**config.mk**
```make
export PLATFORM = sky130hd
export DESIGN_NAME = ucsbece154b_prefetch
export DESIGN_NICKNAME = d
export VERILOG_FILES = /design/src/rtl/ucsbece154b_prefetch.sv
export SDC_FILE = /design/constraint.sdc
export NUM_CORES = 1
export LEC_CHECK = 0
export BUFFER_PORTS_ARGS = -buffer_cell sky130_fd_sc_hd__buf_2
export CAP_MARGIN = 30
export CORE_MARGIN = 2
export CORE_UTILIZATION = 39
export CTS_CLUSTER_SIZE = 8
export DETAILED_ROUTE_END_ITERATION = 10
export SYNTH_ARGS = -nofsm -noshare
export SYNTH_HDL_FRONTEND = slang
export SYNTH_SLANG_ARGS = --single-unit
```
**constraint.sdc**
```tcl
create_clock -name clk_i -period 12.5 [get_ports clk_i]
set_input_delay 1.25 -clock clk_i [delete_from_list [all_inputs] [get_ports clk_i]]
set_output_delay 1.25 -clock clk_i [all_outputs]
set_load 0.02 [all_outputs]
```
**src/rtl/ucsbece154b_prefetch.sv**
```systemverilog
// ucsbece154b_prefetch: in-order instruction prefetcher that tags responses with their PC
// and hands them to a downstream FIFO through a skid buffer, with redirect flushing.
module ucsbece154b_prefetch #(
  parameter logic [31:0] RESET_PC        = 32'h0000_0000,
  parameter int          MAX_OUTSTANDING = 2
) (
  input  logic        clk_i,
  input  logic        rst_i,
  input  logic        redirect_i,
  input  logic [31:0] redirect_pc_i,
  output logic        mem_req_o,
  output logic [31:0] mem_addr_o,
  input  logic        mem_ready_i,
  input  logic        mem_rvalid_i,
  input  logic [31:0] mem_rdata_i,
  output logic [63:0] fifo_data_o,
  output logic        fifo_push_o,
  input  logic        fifo_full_i
);
  localparam int PW = MAX_OUTSTANDING > 1 ? $clog2(MAX_OUTSTANDING) : 1;
  localparam int CW = $clog2(MAX_OUTSTANDING + 1);
  localparam logic [CW:0] MAXV = (CW+1)'(MAX_OUTSTANDING);
  typedef enum logic [1:0] {IDLE, RUN, FLUSH} state_t;
  state_t state_q, state_d;
  logic [31:0] pc_q, pc_d;
  logic [CW-1:0] out_q, out_d, drop_q, drop_d, cnt_q, cnt_d;
  logic [PW-1:0] pq_head_q, pq_head_d, pq_tail_q, pq_tail_d;
  logic [PW-1:0] sk_head_q, sk_head_d, sk_tail_q, sk_tail_d;
  logic [31:0] pcq_q [MAX_OUTSTANDING];
  logic [31:0] pcq_d [MAX_OUTSTANDING];
  logic [63:0] skid_q [MAX_OUTSTANDING];
  logic [63:0] skid_d [MAX_OUTSTANDING];
  logic accept, skid_wr;
  function automatic logic [PW-1:0] inc(input logic [PW-1:0] p);
    return (p == PW'(MAX_OUTSTANDING - 1)) ? '0 : p + 1'b1;
  endfunction
  assign mem_req_o   = state_q == RUN && !redirect_i && ({1'b0, out_q} + {1'b0, cnt_q} < MAXV);
  assign mem_addr_o  = pc_q;
  assign fifo_data_o = cnt_q != 0 ? skid_q[sk_head_q] : '0;
  always_comb begin
    accept      = mem_req_o && mem_ready_i;
    skid_wr     = mem_rvalid_i && !redirect_i && drop_q == 0;
    fifo_push_o = cnt_q != 0 && !fifo_full_i && !redirect_i;
    pcq_d       = pcq_q;
    skid_d      = skid_q;
    if (accept) pcq_d[pq_tail_q] = pc_q;
    if (skid_wr) skid_d[sk_tail_q] = {pcq_q[pq_head_q], mem_rdata_i};
    // the PC queue drains on every response, dropped or not, so tags stay aligned
    pq_tail_d = accept ? inc(pq_tail_q) : pq_tail_q;
    pq_head_d = mem_rvalid_i ? inc(pq_head_q) : pq_head_q;
    out_d     = out_q + CW'(accept) - CW'(mem_rvalid_i);
    pc_d      = redirect_i ? redirect_pc_i & ~32'd3 : accept ? pc_q + 32'd4 : pc_q;
    sk_head_d = redirect_i ? '0 : fifo_push_o ? inc(sk_head_q) : sk_head_q;
    sk_tail_d = redirect_i ? '0 : skid_wr ? inc(sk_tail_q) : sk_tail_q;
    cnt_d     = redirect_i ? '0 : cnt_q + CW'(skid_wr) - CW'(fifo_push_o);
    drop_d    = redirect_i ? out_q - CW'(mem_rvalid_i)
              : (mem_rvalid_i && drop_q != 0) ? drop_q - 1'b1 : drop_q;
    state_d   = state_q == IDLE ? RUN
              : redirect_i ? (drop_d != 0 ? FLUSH : RUN)
              : (state_q == FLUSH && drop_d == 0) ? RUN : state_q;
  end
  always_ff @(posedge clk_i or posedge rst_i) begin
    if (rst_i) begin
      state_q   <= IDLE;
      pc_q      <= RESET_PC;
      out_q     <= '0;
      drop_q    <= '0;
      cnt_q     <= '0;
      pq_head_q <= '0;
      pq_tail_q <= '0;
      sk_head_q <= '0;
      sk_tail_q <= '0;
      pcq_q     <= '{default: '0};
      skid_q    <= '{default: '0};
    end else begin
      state_q   <= state_d;
      pc_q      <= pc_d;
      out_q     <= out_d;
      drop_q    <= drop_d;
      cnt_q     <= cnt_d;
      pq_head_q <= pq_head_d;
      pq_tail_q <= pq_tail_d;
      sk_head_q <= sk_head_d;
      sk_tail_q <= sk_tail_d;
      pcq_q     <= pcq_d;
      skid_q    <= skid_d;
    end
  end
  a_rsp_needs_request: assert property (@(posedge clk_i) disable iff (rst_i) mem_rvalid_i |-> out_q != 0)
    else $error("response received with nothing outstanding");
endmodule
```
* Word level (Yosys, flattened, before mapping)
Index checks and enable logic that the tools add are counted.
** Cells by class
- $add $sub $neg :: 12
- Order comparisons :: 7
- Equal/unequal tests :: 2
- Multiplexer cells :: 30
- Bitwise logic cells :: 4
- Reductions and logical operators :: 23
** Operators by type and width (number)
- 64-bit 2-to-1 mux :: 5
- 32-bit 2-to-1 mux :: 6
- 128-bit bitwise mux :: 1
- 64-bit bitwise mux :: 1
- 64-bit demux with 1-bit select :: 1
- 32-bit by 3-bit adder with 32-bit output, second input constant :: 1
- 32-bit demux with 1-bit select :: 1
- 2-bit 2-to-1 mux :: 7
- 2-bit nonzero test :: 6
- 1-bit logical AND :: 11
- 2-bit greater-or-equal comparator, second input constant :: 4
- 1-bit 2-to-1 mux :: 8
- 1-bit inverter with 2-bit output :: 4
- 2-bit logical NOT :: 3
- 2-bit by 1-bit subtractor with 2-bit output :: 3
- 1-bit adder, second input constant :: 4
- 2-bit by 1-bit adder with 2-bit output :: 2
- 2-bit by 1-bit less-than comparator with 1-bit output, second input constant :: 2
- 2-bit by 2-bit adder with 3-bit output :: 1
- 3-bit by 2-bit less-than comparator with 1-bit output, second input constant :: 1
- 3-bit nonzero test :: 1
- 2-bit by 1-bit == test with 1-bit output, second input constant :: 1
- 2-bit == test, second input constant :: 1
- 1-bit logical NOT :: 2
- 2-bit by 1-bit subtractor with 2-bit output, second input constant :: 1
** Word-level totals
- Flip-flop bits (word level) :: 236
- Bits of input ports :: 70
- Word-level logic and storage cells :: 91

* Longest topological paths before layout
- Word-level depth :: 9
- Mapped depth :: 12
- Depth with buffers taken out :: 10

* Worst setup path after synthesis
Ideal clock, no wire load.
- Kind :: input port to output port
- From :: input port redirect_i
- To :: output port fifo_push_o
- Data arrival time :: 2330 ps
- Required time :: 11250 ps
- Slack :: 8920 ps
- Stages on the path :: 4
- Path buffers :: 3
- Path through :: buf_6 clkbuf_1 buf_1 nor3_1
** Between the ends
- Cells in the longest elaborated chain, start to end :: 2
** Ends and longest elaborated chain
- from (decl) :: line 9 : input logic redirect_i,
- 1-bit logical NOT :: line 43 : fifo_push_o = cnt_q != 0 && !fifo_full_i && !redirect_i;
- 1-bit logical AND :: line 43
- to (decl) :: line 17 : output logic fifo_push_o,
No other way between the ends.

* Worst setup path in the final report
Same ends and word-level chain as after synthesis.

==> metrics.md <==
| Metric | Value |
|---|---|
| Root buf cell | `clkbuf_16` |
| Core ar. | `26100 sq um` |
| MaxCap Viol Count | `0` |
| Critical path startpoint category | `primary input` |
| Final ANT Viol Nets | `0` |
| IO Pins | `168` |
| Average size of a mapped cell | `11.5 sq um` |
| First-pass GRT wire length | `38.9 mm` |
| Peak supply drop | `109 uV` |
| Routability Congestion | `0.756` |
| CP Class | `in -> out` |
| H-tree Lvls | `2` |
| Post-synth top area cell | `dfrtp_1` |
| DR pass1 iterations | `5` |
| CTS Buf Count | `34` |
| Internal power | `1.86 mW` |
| Synthesis Warnings | `0` |
| Post-synth top cells | `dfrtp_1 (226), mux2_2 (123), nor2_1 (101)` |
| Status | `finished clean` |
| Most frequent cell after synthesis | `dfrtp_1` |
| Post_cts resized | `0` |
| Largest net degree at the start of global routing | `89` |
| Slew HR | `0.407` |
| RSZ-0062 raised after global routing | `false` |
| Hold Violations, Final | `0` |
| Drt wl/cell | `17.4 um` |
| Clock Sinks | `226` |
| Clock edge transition at the registers on the reported setup and hold paths | `40 ps` |
| Final min period | `3680 ps` |
| Setup_tns | `0 ps` |
| Clock Latency Late Sink | `490 ps` |
| Post-CTS setup buffer count | `0` |
| Leak | `5.89 nW` |
| Worst-path fanout max | `61` |
| CTS tree | `yes` |
| Cell area power density | `216 nW/um^2` |
| Die height | `168 um` |
| PortBufs | `161` |
| Die area | `28100 sq um` |
| Crit path arrival time | `2430 ps` |
| Hold Path Class | `reg -> reg` |
| Flops & latches, synth | `226` |
| Antenna violations before repair | `1` |
| Residual DRC | `0` |
| Combinational share of power | `0.272` |
| Post-synth EDFFs | `0` |
| Synth area leaders | `dfrtp_1 (54%), mux2_2 (13%), mux2i_1 (9.4%)` |
| Slew Limit Fails | `0` |
| Final HPWL DP | `15.2 mm` |
| Cell Rows | `59` |
| CP Capture Type | `output pin` |
| Routed wire length | `24.2 mm` |
| Via count | `7257` |
| Area Growth Syn to Fin | `19.7%` |
| Yosys cell types | `48` |
| Grt ovf | `0` |
| Max frequency | `272 MHz` |
| Ant diodes | `0` |
| Main synth FF type | `dfrtp_1` |
| Final setup fails | `0` |
| Layout cell share with drive strength beyond 1 | `0.330` |
| Total GRT Usage | `0.173` |
| Final #Nets | `1131` |
| Vias per cell | `5.21` |
| Util after Layout | `0.478` |
| Cells after Synth | `905` |
| Max Buffers Root-to-Sink | `3` |
| DR iter-0 viols | `373` |
| Cell area after synthesis | `10400 sq um` |
| Ys async rst share | `1.00` |
| Hold-fix buffers at CTS | `0` |
| Clock power frac | `0.300` |
| Yosys top cell area share | `0.542` |
| Req. time, crit path | `11250 ps` |
| Clock Skew | `18.0 ps` |
| Vias in the first global route | `7082` |
| Sw frac | `0.310` |
| Seq pwr share | `0.428` |
| Initial Utilization | `0.399` |
| Post-synthesis sequential area ratio | `0.542` |
| Die X | `168 um` |
| Worst Max-Slew Pin Slew | `886 ps` |
| Period utilization | `0.295` |
| Psw | `0.836 mW` |
registers in the layout, indices dropped and copies added (netlist names), 2 cells and up:
| name | flops |
|---|---|
| out_q | 2 |
| pcq_q | 60 |
| skid_q | 124 |
| drop_q | 2 |
| mem_addr_o | 30 |
| cnt_q | 2 |
| state_q | 2 |
per-layer routing:
layer | vias up | track usage | routed length, um
li1 | 3466 | - | -
met1 | 3544 | 0.246 | 11600
met2 | 206 | 0.269 | 10900
met3 | 39 | 0.0366 | 1260
met4 | 2 | 0.0454 | 417
met5 | - | 0 | 13
power groups by stage:
stage | sequential (mW) | combinational, mW | clock, mW
after global routing | 1.19 | 0.811 | 0.869
after global placement | 1.17 | 0.696 | 0
after CTS | 1.15 | 0.741 | 0.839
final | 1.15 | 0.734 | 0.809
after floorplan | 1.12 | 0.568 | 0
after detailed placement | 1.17 | 0.738 | 0
logic make-up after synthesis:
family | after synthesis | share of synthesized area
mux | 223 | 0.229
compound gates | 115 | 0.0643
other cells | 1 | 0.000359
flops | 226 | 0.542
fa+ha+maj | 8 | 0.0103
buf+inv | 73 | 0.0339
simple gates | 244 | 0.107
xor+xnor | 15 | 0.0126
per-stage QoR:
step	cells	area [sq um]	setup WS [ps]	hold slack, ps	power [mW]
floorplan	908	10400	5060	450	1.69
global placement	1348	11400	8640	460	1.87
detailed placement	1350	11500	8620	470	1.90
CTS	1391	12400	8860	480	2.73
global route	1393	12500	8800	505	2.87
finish	1393	12500	8820	473	2.70
layout make-up:
cell class                      instances  area (sq um)
Clock buffer                           40           925
Tap cell                              335           419
Timing Repair Buffer                  174           976
Sequential cell                       226          5660
Inverter                                8          37.5
Clock inverter                          1          8.76
Multi-Input combinational cell        609          4460
Fill cell                            2417         13600
final timing paths:
| check | start | endpoint | slack [ps] | cells after the start |
|---|---|---|---|---|
| worst max-delay path | redirect_i | fifo_push_o | 8820 | 4 |
| worst min-delay path | skid_q[40] | skid_q[40] | 470 | 2 |
| worst min register to register | skid_q[40] | skid_q[40] | 470 | 2 |
| min in group asynchronous | rst_i | skid_q[38] | 860 | 2 |
| worst max register to register | cnt_q[0] | pcq_q[50] | 9370 | 9 |
| max in group asynchronous | rst_i | skid_q[6] | 10370 | 3 |
cells in the final DEF, fill, tap and decap left out, drive strengths merged, types with 5 or more instances in the layout:
cell / synthesis / layout
and4: 6 / 6
o311ai: 8 / 8
nor2b: 6 / 6
mux2: 125 / 125
and3: 5 / 5
xor2: 7 / 7
mux2i: 98 / 98
buf: 41 / 174
a21oi: 32 / 32
nand4: 12 / 12
a221o: 8 / 8
nor4: 5 / 5
ha: 7 / 7
nand2b: 6 / 6
nand2: 67 / 67
nor2: 103 / 103
nand3: 16 / 16
dfrtp: 226 / 226
and2: 6 / 6
clkbuf: 24 / 40
inv: 8 / 9
o21ai: 55 / 55
xnor2: 8 / 8
critical path, stage by stage:
cell and delay (ps):
buf_2 90, buf_4 310, nor3_1 510, buf_2 260
No activity file was read; power rests on OpenSTA's default activity.
